### src/rtl/noc_inject_arbiter_pkg.sv
// Shared types and helpers for the NoC local injection arbiter.
// Holds the FSM state encoding and the round-robin pointer wrap.
package noc_inject_arbiter_pkg;

    typedef enum logic {
        ARB_IDLE = 1'b0,
        ARB_LOCK = 1'b1
    } arb_state_e;

    function automatic int wrap_inc(input int idx, input int n);
        return (idx + 1 >= n) ? 0 : idx + 1;
    endfunction

endpackage

### src/rtl/noc_rr_pick.sv
// Round-robin picker: first set bit of req_mask at or after rr_ptr.
// Pure combinational; returns one-hot winner, its index and a found flag.
module noc_rr_pick #(
    parameter int N  = 4,
    parameter int IW = $clog2(N)
) (
    input  logic [N-1:0]  req_mask,
    input  logic [IW-1:0] rr_ptr,
    output logic [N-1:0]  win_oh,
    output logic [IW-1:0] win_idx,
    output logic          win_any
);

    // scan N positions starting at rr_ptr, wrapping, keep the first hit
    always_comb begin
        int s;
        logic [IW-1:0] j;
        win_oh  = '0;
        win_idx = '0;
        win_any = 1'b0;
        s       = 0;
        j       = '0;
        for (int k = 0; k < N; k++) begin
            s = int'(rr_ptr) + k;
            if (s >= N) s = s - N;
            j = IW'(s);
            if (!win_any && req_mask[j]) begin
                win_any    = 1'b1;
                win_idx    = j;
                win_oh[j]  = 1'b1;
            end
        end
    end

endmodule

### src/rtl/noc_inject_arbiter.sv
// Wormhole packet-level round-robin arbiter for a router injection port.
// Owner holds the port header-to-tail; output is one registered stage.
module noc_inject_arbiter #(
    parameter int NUM_REQ     = 4,
    parameter int FLIT_W      = 32,
    parameter int MAX_PKT_LEN = 16
) (
    input  logic                      noc_clk,
    input  logic                      noc_rst,
    input  logic [NUM_REQ-1:0]        req_valid,
    output logic [NUM_REQ-1:0]        req_ready,
    input  logic [NUM_REQ*FLIT_W-1:0] req_flit,
    input  logic [NUM_REQ-1:0]        req_is_header,
    input  logic [NUM_REQ-1:0]        req_is_tail,
    output logic                      sender_valid,
    input  logic                      sender_ready,
    output logic [FLIT_W-1:0]         sender_flit,
    output logic                      sender_is_header,
    output logic                      sender_is_tail,
    output logic [NUM_REQ-1:0]        grant,
    output logic                      busy,
    output logic                      pkt_err
);
    import noc_inject_arbiter_pkg::*;

    localparam int IW = $clog2(NUM_REQ);
    localparam int CW = $clog2(MAX_PKT_LEN + 1);

    arb_state_e        state_q;
    arb_state_e        state_d;
    logic [IW-1:0]     owner_q;
    logic [IW-1:0]     rr_ptr_q;
    logic [CW-1:0]     cnt_q;
    logic [CW-1:0]     cnt_inc;
    logic [NUM_REQ-1:0] cand;
    logic [NUM_REQ-1:0] pick_oh;
    logic [IW-1:0]     pick_idx;
    logic              pick_any;
    logic [IW-1:0]     sel_idx;
    logic              out_ready;
    logic              xfer;
    logic [FLIT_W-1:0] sel_flit;
    logic              sel_hdr;
    logic              sel_tail;

    // only headers compete, and only while the port is free
    always_comb begin
        out_ready = !sender_valid || sender_ready;
        cand      = (state_q == ARB_IDLE) ? (req_valid & req_is_header) : '0;
    end

    noc_rr_pick #(
        .N  (NUM_REQ),
        .IW (IW)
    ) u_pick (
        .req_mask (cand),
        .rr_ptr   (rr_ptr_q),
        .win_oh   (pick_oh),
        .win_idx  (pick_idx),
        .win_any  (pick_any)
    );

    // next state, per-requester ready and the selected flit
    always_comb begin
        state_d   = state_q;
        req_ready = '0;
        sel_idx   = owner_q;
        if (state_q == ARB_IDLE) begin
            sel_idx             = pick_idx;
            req_ready[pick_idx] = pick_any && out_ready;
        end else begin
            req_ready[owner_q]  = out_ready;
        end
        xfer     = |(req_valid & req_ready);
        sel_flit = req_flit[int'(sel_idx)*FLIT_W +: FLIT_W];
        sel_hdr  = req_is_header[sel_idx];
        sel_tail = req_is_tail[sel_idx];
        cnt_inc  = (cnt_q == CW'(MAX_PKT_LEN)) ? cnt_q : cnt_q + CW'(1);
        unique case (state_q)
            ARB_IDLE: if (xfer && !sel_tail) state_d = ARB_LOCK;
            ARB_LOCK: if (xfer && sel_tail)  state_d = ARB_IDLE;
            default:  state_d = ARB_IDLE;
        endcase
    end

    // ownership, fairness pointer, length counter and sticky error
    always_ff @(posedge noc_clk or posedge noc_rst) begin
        if (noc_rst) begin
            state_q  <= ARB_IDLE;
            owner_q  <= '0;
            rr_ptr_q <= '0;
            cnt_q    <= '0;
            grant    <= '0;
            pkt_err  <= 1'b0;
        end else begin
            state_q <= state_d;
            if (xfer) begin
                unique case (state_q)
                    ARB_IDLE: begin
                        if (sel_tail) begin
                            rr_ptr_q <= IW'(wrap_inc(int'(pick_idx), NUM_REQ));
                        end else begin
                            owner_q <= pick_idx;
                            grant   <= pick_oh;
                            cnt_q   <= CW'(1);
                        end
                    end
                    ARB_LOCK: begin
                        cnt_q <= cnt_inc;
                        if (sel_hdr) pkt_err <= 1'b1;
                        if (cnt_inc == CW'(MAX_PKT_LEN) && !sel_tail)
                            pkt_err <= 1'b1;
                        if (sel_tail) begin
                            grant    <= '0;
                            cnt_q    <= '0;
                            rr_ptr_q <= IW'(wrap_inc(int'(owner_q), NUM_REQ));
                        end
                    end
                    default: ;
                endcase
            end
        end
    end

    // output pipeline register toward the router
    always_ff @(posedge noc_clk or posedge noc_rst) begin
        if (noc_rst) begin
            sender_valid     <= 1'b0;
            sender_flit      <= '0;
            sender_is_header <= 1'b0;
            sender_is_tail   <= 1'b0;
        end else if (xfer) begin
            sender_valid     <= 1'b1;
            sender_flit      <= sel_flit;
            sender_is_header <= sel_hdr;
            sender_is_tail   <= sel_tail;
        end else if (sender_ready) begin
            sender_valid     <= 1'b0;
        end
    end

    assign busy = (state_q == ARB_LOCK);

endmodule
### config.mk
export PLATFORM = sky130hd
export DESIGN_NAME = noc_inject_arbiter
export DESIGN_NICKNAME = d
export VERILOG_FILES = /design/src/rtl/noc_inject_arbiter_pkg.sv /design/src/rtl/noc_rr_pick.sv /design/src/rtl/noc_inject_arbiter.sv
export SDC_FILE = /design/constraint.sdc
export NUM_CORES = 1
export LEC_CHECK = 0
export CORE_MARGIN = 2
export CORE_UTILIZATION = 28
export CTS_CLUSTER_SIZE = 28
export DETAILED_ROUTE_END_ITERATION = 7
export PLACE_DENSITY = 0.58
export RECOVER_POWER = 50
export SLEW_MARGIN = 30
export SYNTH_ARGS = -nofsm -noshare
export SYNTH_HDL_FRONTEND = slang
export SYNTH_SLANG_ARGS = --single-unit
### constraint.sdc
create_clock -name noc_clk -period 3.9 [get_ports noc_clk]
set_input_delay 0.39 -clock noc_clk [delete_from_list [all_inputs] [get_ports noc_clk]]
set_output_delay 0.39 -clock noc_clk [all_outputs]
set_load 0.005 [all_outputs]
# Yosys cells after proc, flatten, opt, wreduce, memory -nomap -nowiden
# Cells that the tools add are included.
# totals
register_bits	50
input_bits	143
wordCells	143
# op_classes
addsub	10
magnitude_cmp	19
eq_ne	5
shifts	1
n_mux	62
bitwise	9
reduce_logical	27
# ops
op	count
128-bit by 8-bit variable part select with 32-bit output	1
4-bit two-way mux	8
2-bit two-way mux	13
1-bit two-way mux	22
2-bit by 3-bit less-than comparator with 1-bit output (second input constant)	7
4-bit bitwise AND	4
3-bit >= comparator (second input constant)	5
5-bit two-way mux	3
1-bit logical AND	13
1-bit binary-select mux with 2-bit select	6
1-bit demux with 2-bit select	6
2-bit by 1-bit >= comparator with 1-bit output (second input constant)	6
4-bit bitwise OR	3
3-bit AND reduction	4
5-bit equality test (second input constant)	2
5-bit case mux with 2 select lines	1
2-bit by 1-bit adder with 3-bit output (second input constant)	3
4-bit case mux with 2 select lines	1
2-bit by 1-bit subtractor with 2-bit output (second input constant)	4
2-bit by 2-bit adder with 3-bit output (second input constant)	2
5-bit by 1-bit adder with 5-bit output (second input constant)	1
1-bit zero test	5
2-bit != test (second input constant)	2
2-bit case mux with 2 select lines	1
8 further kinds	10

# Logic depth before layout (Yosys ltp)
# Gate-level depths: netlist (run 1).
# logic_depth
ltp_word	25
mapped_depth	19
depth_no_buf	16

# By module
# Synthesis (run 1) repeated with hierarchy kept, for this count alone.
# unflattened
cells_unflattened	287
hier_area_um2	3756.1
# modules_own_cells
module	n_inst	cells_per_inst	area_per_inst_um2	seq_area_each_um2
noc_inject_arbiter	1	242	3337.0	1251.2
noc_rr_pick	1	45	419.2	0.0

# Worst setup path after synthesis (run 1)
# Ideal clock, no wire load.
# synth_path
path_kind	reg2reg
from	reg rr_ptr_q[1]
to	reg cnt_q[3]
arrival_ps	3962
required_time_ps	3836
path_slack_ps	-126
path_stages_with_launch	18
period_less_slack_ps	4026
cell_sequence	dfrtp_1 -> inv_1 -> ha_1 -> inv_1 -> a211o_1 -> a221oi_4 -> nor3_1 -> or2_2 -> inv_1 -> ha_1 -> o311ai_0 -> a21oi_1 -> a22o_1 -> a221o_1 -> clkbuf_1 -> or4b_2 -> a211oi_1 -> a21o_1
# synth_via
elab_chain_len	23
word_cells_on_any_way	54
# synth_lines
element	line_no	text
start, declared	noc_inject_arbiter.sv:32	logic [IW-1:0] rr_ptr_q;
start signal, assigned	noc_inject_arbiter.sv:101	rr_ptr_q <= IW'(wrap_inc(int'(pick_idx), NUM_REQ));
start signal, assigned	noc_inject_arbiter.sv:116	rr_ptr_q <= IW'(wrap_inc(int'(owner_q), NUM_REQ));
parallel branches: the longest is 13 deep, another holds 2-bit by 1-bit adder with 3-bit output	n/a	
2-bit two-way mux (*)	noc_rr_pick.sv:27	if (!win_any && req_mask[j]) begin
via pick_idx[0]	noc_inject_arbiter.sv:37	logic [IW-1:0] pick_idx;
2-bit by 3-bit less-than comparator with 1-bit output (implied by the code) / 2-bit by 1-bit >= comparator with 1-bit output (equally long branches)	noc_inject_arbiter.sv:70	req_ready[pick_idx] = pick_any && out_ready;
1-bit logical AND	noc_inject_arbiter.sv:70	
1-bit two-way mux (implied by the code)	noc_inject_arbiter.sv:70	
1-bit demux with 2-bit select (*)	noc_inject_arbiter.sv:70	
4-bit bitwise AND (no source line) (*)	n/a	
4-bit two-way mux (*)	noc_inject_arbiter.sv:68	if (state_q == ARB_IDLE) begin
via req_ready[2]	noc_inject_arbiter.sv:11	output logic [NUM_REQ-1:0] req_ready,
4-bit bitwise AND (*)	noc_inject_arbiter.sv:74	xfer = |(req_valid & req_ready);
4-bit OR reduction (*)	noc_inject_arbiter.sv:74	
2-bit AND reduction (no source line) (*)	n/a	
end signal, assigned	noc_inject_arbiter.sv:109	cnt_q <= cnt_inc;
end, declared	noc_inject_arbiter.sv:33	logic [CW-1:0] cnt_q;
# Mark *: on every way through the listed nets, which the timed path passes. The select of a mux whose other input is x is not followed.
# A chain may end at the register's enable or synchronous reset.

# Worst setup path after layout (run 1)
# layout_path
from	reg rr_ptr_q[1]
to	reg cnt_q[3]
# layout_via
elab_chain_len	23
word_cells_on_any_way	54
# layout_lines
element
parallel branches: the longest is 23 deep, another holds 2-bit by 1-bit adder with 3-bit output
# Several ways; the timed one is not identified. The select of a mux whose other input is x is not followed.

==> results.md, run 1 <==
* Status: completed
* Final std cells w/o fill at between 700 and 800
* CTS Hold Bufs at 0
* Sequential Power Share at 20.5%
* Clock Latency Late Sink at roughly 0.29 ns
* Startpoint Class: flop
* Boundary Pins at about 190
* Fmax at around 0.28 GHz
* Yosys warnings at 0
* Net Sw Power at 1.89 mW
* Via density at slightly below 5
* Vias in the first global route at between 3000 and 4000
* Placed insts at roughly 730
* Routability congestion estimate at around 0.83
* Vias post-DR at approximately 3600
* Initial antenna violation count at 0
* Syn Std Cell Area at just under 0.004 mm²
* TritonCTS clock tree: done
* PortBufs at approximately 190
* Post-Synth Adder-Cell Area at between 6 and 7%
* Largest net degree at the start of global routing at 34
* Post-synthesis compound-gate area fraction at between 10 and 15%
* Final setup viols at 0
* FF+latch count, synth at 50
* Multi-input gate area at between 0.002 and 0.0025 mm²
* WP data required at slightly above 4 ns
* Mapped Nets at about 520
* Crit end category: flop
* Post-Synth Simple-Gate Area at 9.06%
* Final setup skew at approximately 0.009 ns
* Root Buffer: clkbuf_16
* Mux share of post-synthesis cell area at between 30 and 40%
* # nets final at between 700 and 800
* HP Class: flop to flop
* Share of layout cells above drive strength 1 at roughly 15%
* Die Span X at approximately 120 µm
* RSZ-0062 raised after global routing: no
* Power per cell area at between 700 and 800 mW/mm²
* Max-cap viol count at 0
* Most frequent cells after synthesis: 97 x mux2i_1, 50 x dfrtp_1, 34 x mux2_2
* Worst-path clk slew at ~0.070 ns
* Clock sink count at 50
* Initial Util at 28.9%
* WL/cell at ~16 µm
* Peak VDD IR at ~0.35 mV
* Largest family of logic cells by synthesized area: multiplexers
* DRT iter0 DRCs at about 160
* Area contributors post-synth: dfrtp_1 32%, mux2i_1 25%, mux2_2 9.9%
* Largest area contributor in the netlist: dfrtp_1
* DR DRC count at 0
* Post-synth cell types at slightly above 50
* Int Pwr at between 2 and 3 mW
* Post-synth top area share at about a third
* Total track usage at 15.9%
* Mapped Cells at 358
* Remaining antenna violation count after routing at 0
* Async set-reset flop share out of synthesis at 100%
* Fillers at ~1300
* Net Sw Frac at 39.0%
* Slew @ Worst Pin at 1.43 ns
* Max FO, Critical Path at 7
* Syn avg cell area at ~11 µm²
* XOR/XNOR Fraction of Synth Area at 0.227%
* Post-route clock period utilization at between 90 and 100%
* Core footprint at 0.0133 mm²
* Fin. Hold Viols at 0
* Post-DP HPWL at 9.26 mm
* Max_slew headroom at 4.95%
* Die Height at 121 µm
* N_diodes at 0
* Fin area at between 0.006 and 0.007 mm²
* Area delta synth->final at 62.0%
* Num CTS Buffers at 5
* Critical Path AT at slightly below 4 ns
* DP Area at around 0.006 mm²
* Synth Flop Type: dfrtp_1
* Comb pwr share at ~70%
* Tmin final at between 3 and 4 ns
* Post-synth EDFFs at 0
* Count leader, synth: mux2i_1
* Clk pwr share at around 9%
* Setup CP Type: flop to flop
* Die Area at 0.0147 mm²
* First-pass GRT wire length at between 15 and 20 mm
* Total wire length at 11.4 mm
* Slew Viols, Final at 0
* Sequential cell area at around 0.0013 mm²
* Seq/Total Area, Yosys at 32.5%
* Clock tree buffer depth at 2
* H-tree levels at 2
* GRT Residual Overflow at 0
* Leakage power at roughly 2.6 nW
* # rows at between 40 and 50
* First-pass DRT Iterations at 4
[routing by layer]
| metal | wire length, µm | track usage, % |
|---|---|---|
| met1 | 4680 | 18.7 |
| met5 | 0 | 0 |
| met2 | 5760 | 29.0 |
| met3 | 905 | 4.14 |
| met4 | 93 | 3.16 |
[power by group through the flow]
stage / combinational (mW) / clock, mW / sequential (mW)
finish: 3.41 / 0.440 / 0.994
detailed placement: 3.47 / 0 / 1.01
CTS: 3.48 / 0.458 / 1.01
floorplan: 2.20 / 0 / 1.00
global placement: 3.44 / 0 / 0.999
global route: 3.73 / 0.477 / 1.04
[cell families (layout without fill, tap and decap cells)]
family          count (synthesis)  after routing
flops                          50             50
buf+inv                        33            233
fa+ha+maj                      21             21
compound gates                 52             52
mux                           133            133
xor+xnor                        1              1
simple gates                   68             68
[critical path, cell delays in order, from the launching register on]
cell and delay (ns):
dfrtp_1 0.39, inv_4 0.08, ha_4 0.29, inv_1 0.06, a211o_1 0.27, a221oi_4 0.31
nor3_2 0.08, buf_4 0.14, a211oi_4 0.20, mux4_2 0.56, ha_1 0.23, or4b_2 0.65
a211oi_2 0.19, a21o_1 0.10
[through the flow]
stage	TNS [ns]	utilization (%)	power, mW	hold slack (ns)	setup WS [ns]
finish	0	46.7	4.84	0.493	0.282
global route	0	46.7	5.25	0.510	0.0566
detailed placement	-0.163	45.5	4.48	0.495	-0.0575
CTS	0	46.6	4.95	0.508	0.133
floorplan	0	-	3.20	0.466	0.0214
global placement	-0.00414	45.5	4.44	0.481	-0.00414
[worst paths after layout]
kind	start	end	slack, ns	depth (start not counted)
max	rr_ptr_q[1]$_DFFE_PP0P_	cnt_q[3]$_DFFE_PP0P_	0.28	13
min	pkt_err$_DFFE_PP0P_	pkt_err$_DFFE_PP0P_	0.49	1
max reg2reg	rr_ptr_q[1]$_DFFE_PP0P_	cnt_q[3]$_DFFE_PP0P_	0.28	13
min reg2reg	pkt_err$_DFFE_PP0P_	pkt_err$_DFFE_PP0P_	0.49	1
max in group asynchronous	noc_rst	sender_flit[2]$_DFFE_PP0P_	1.20	3
min in group asynchronous	noc_rst	sender_flit[0]$_DFFE_PP0P_	0.82	2
[cells in the final DEF (no fill, tap or decap), types with 9 or more instances in the layout]
| cell | netlist | final |
|---|---|---|
| clkdlybuf4s50_1 | 0 | 164 |
| mux2i_1 | 97 | 97 |
| dfrtp_1 | 50 | 49 |
| mux2_2 | 34 | 34 |
| dlygate4sd3_1 | 0 | 23 |
| buf_4 | 6 | 22 |
| ha_1 | 21 | 20 |
| nand2_1 | 16 | 16 |
| nor2_1 | 14 | 14 |
| a21oi_1 | 11 | 10 |
| inv_1 | 11 | 10 |
| nand3_1 | 9 | 9 |
[cell type report]
type                    count  share of cell area (%)
repair buffers            213                    33.7
multi-input cells         275                    39.6
clock buffers               7                    2.29
clock inverters             1                  0.0802
inverters                  12                   0.762
well taps                 176                    3.53
flip-flops and latches     50                    20.1
[sequential cells by signal, indices dropped and copies added, names as in the netlist, named ones only]
signal and cells:
grant 4, pkt_err 1, sender_is_tail 1, cnt_q 5, sender_valid 1, rr_ptr_q 2
sender_flit 32, sender_is_header 1, owner_q 2
[timing repair]
item	in CTS	in global routing
buffers inserted	0	1
endpoints found under the setup margin	0	47
resized for setup	0	6
Power figures use the tool's default switching activity.
==> run 2, diff against run 1 <==
--- a/config.mk
+++ b/config.mk
@@ -11,7 +11,7 @@
 export DETAILED_ROUTE_END_ITERATION = 7
 export PLACE_DENSITY = 0.58
 export RECOVER_POWER = 50
-export SLEW_MARGIN = 30
+export SLEW_MARGIN = 10
 export SYNTH_ARGS = -nofsm -noshare
 export SYNTH_HDL_FRONTEND = slang
 export SYNTH_SLANG_ARGS = --single-unit
==> results of run 2 <==
The final DEF is identical to that of run 1; final timing and power are the same.
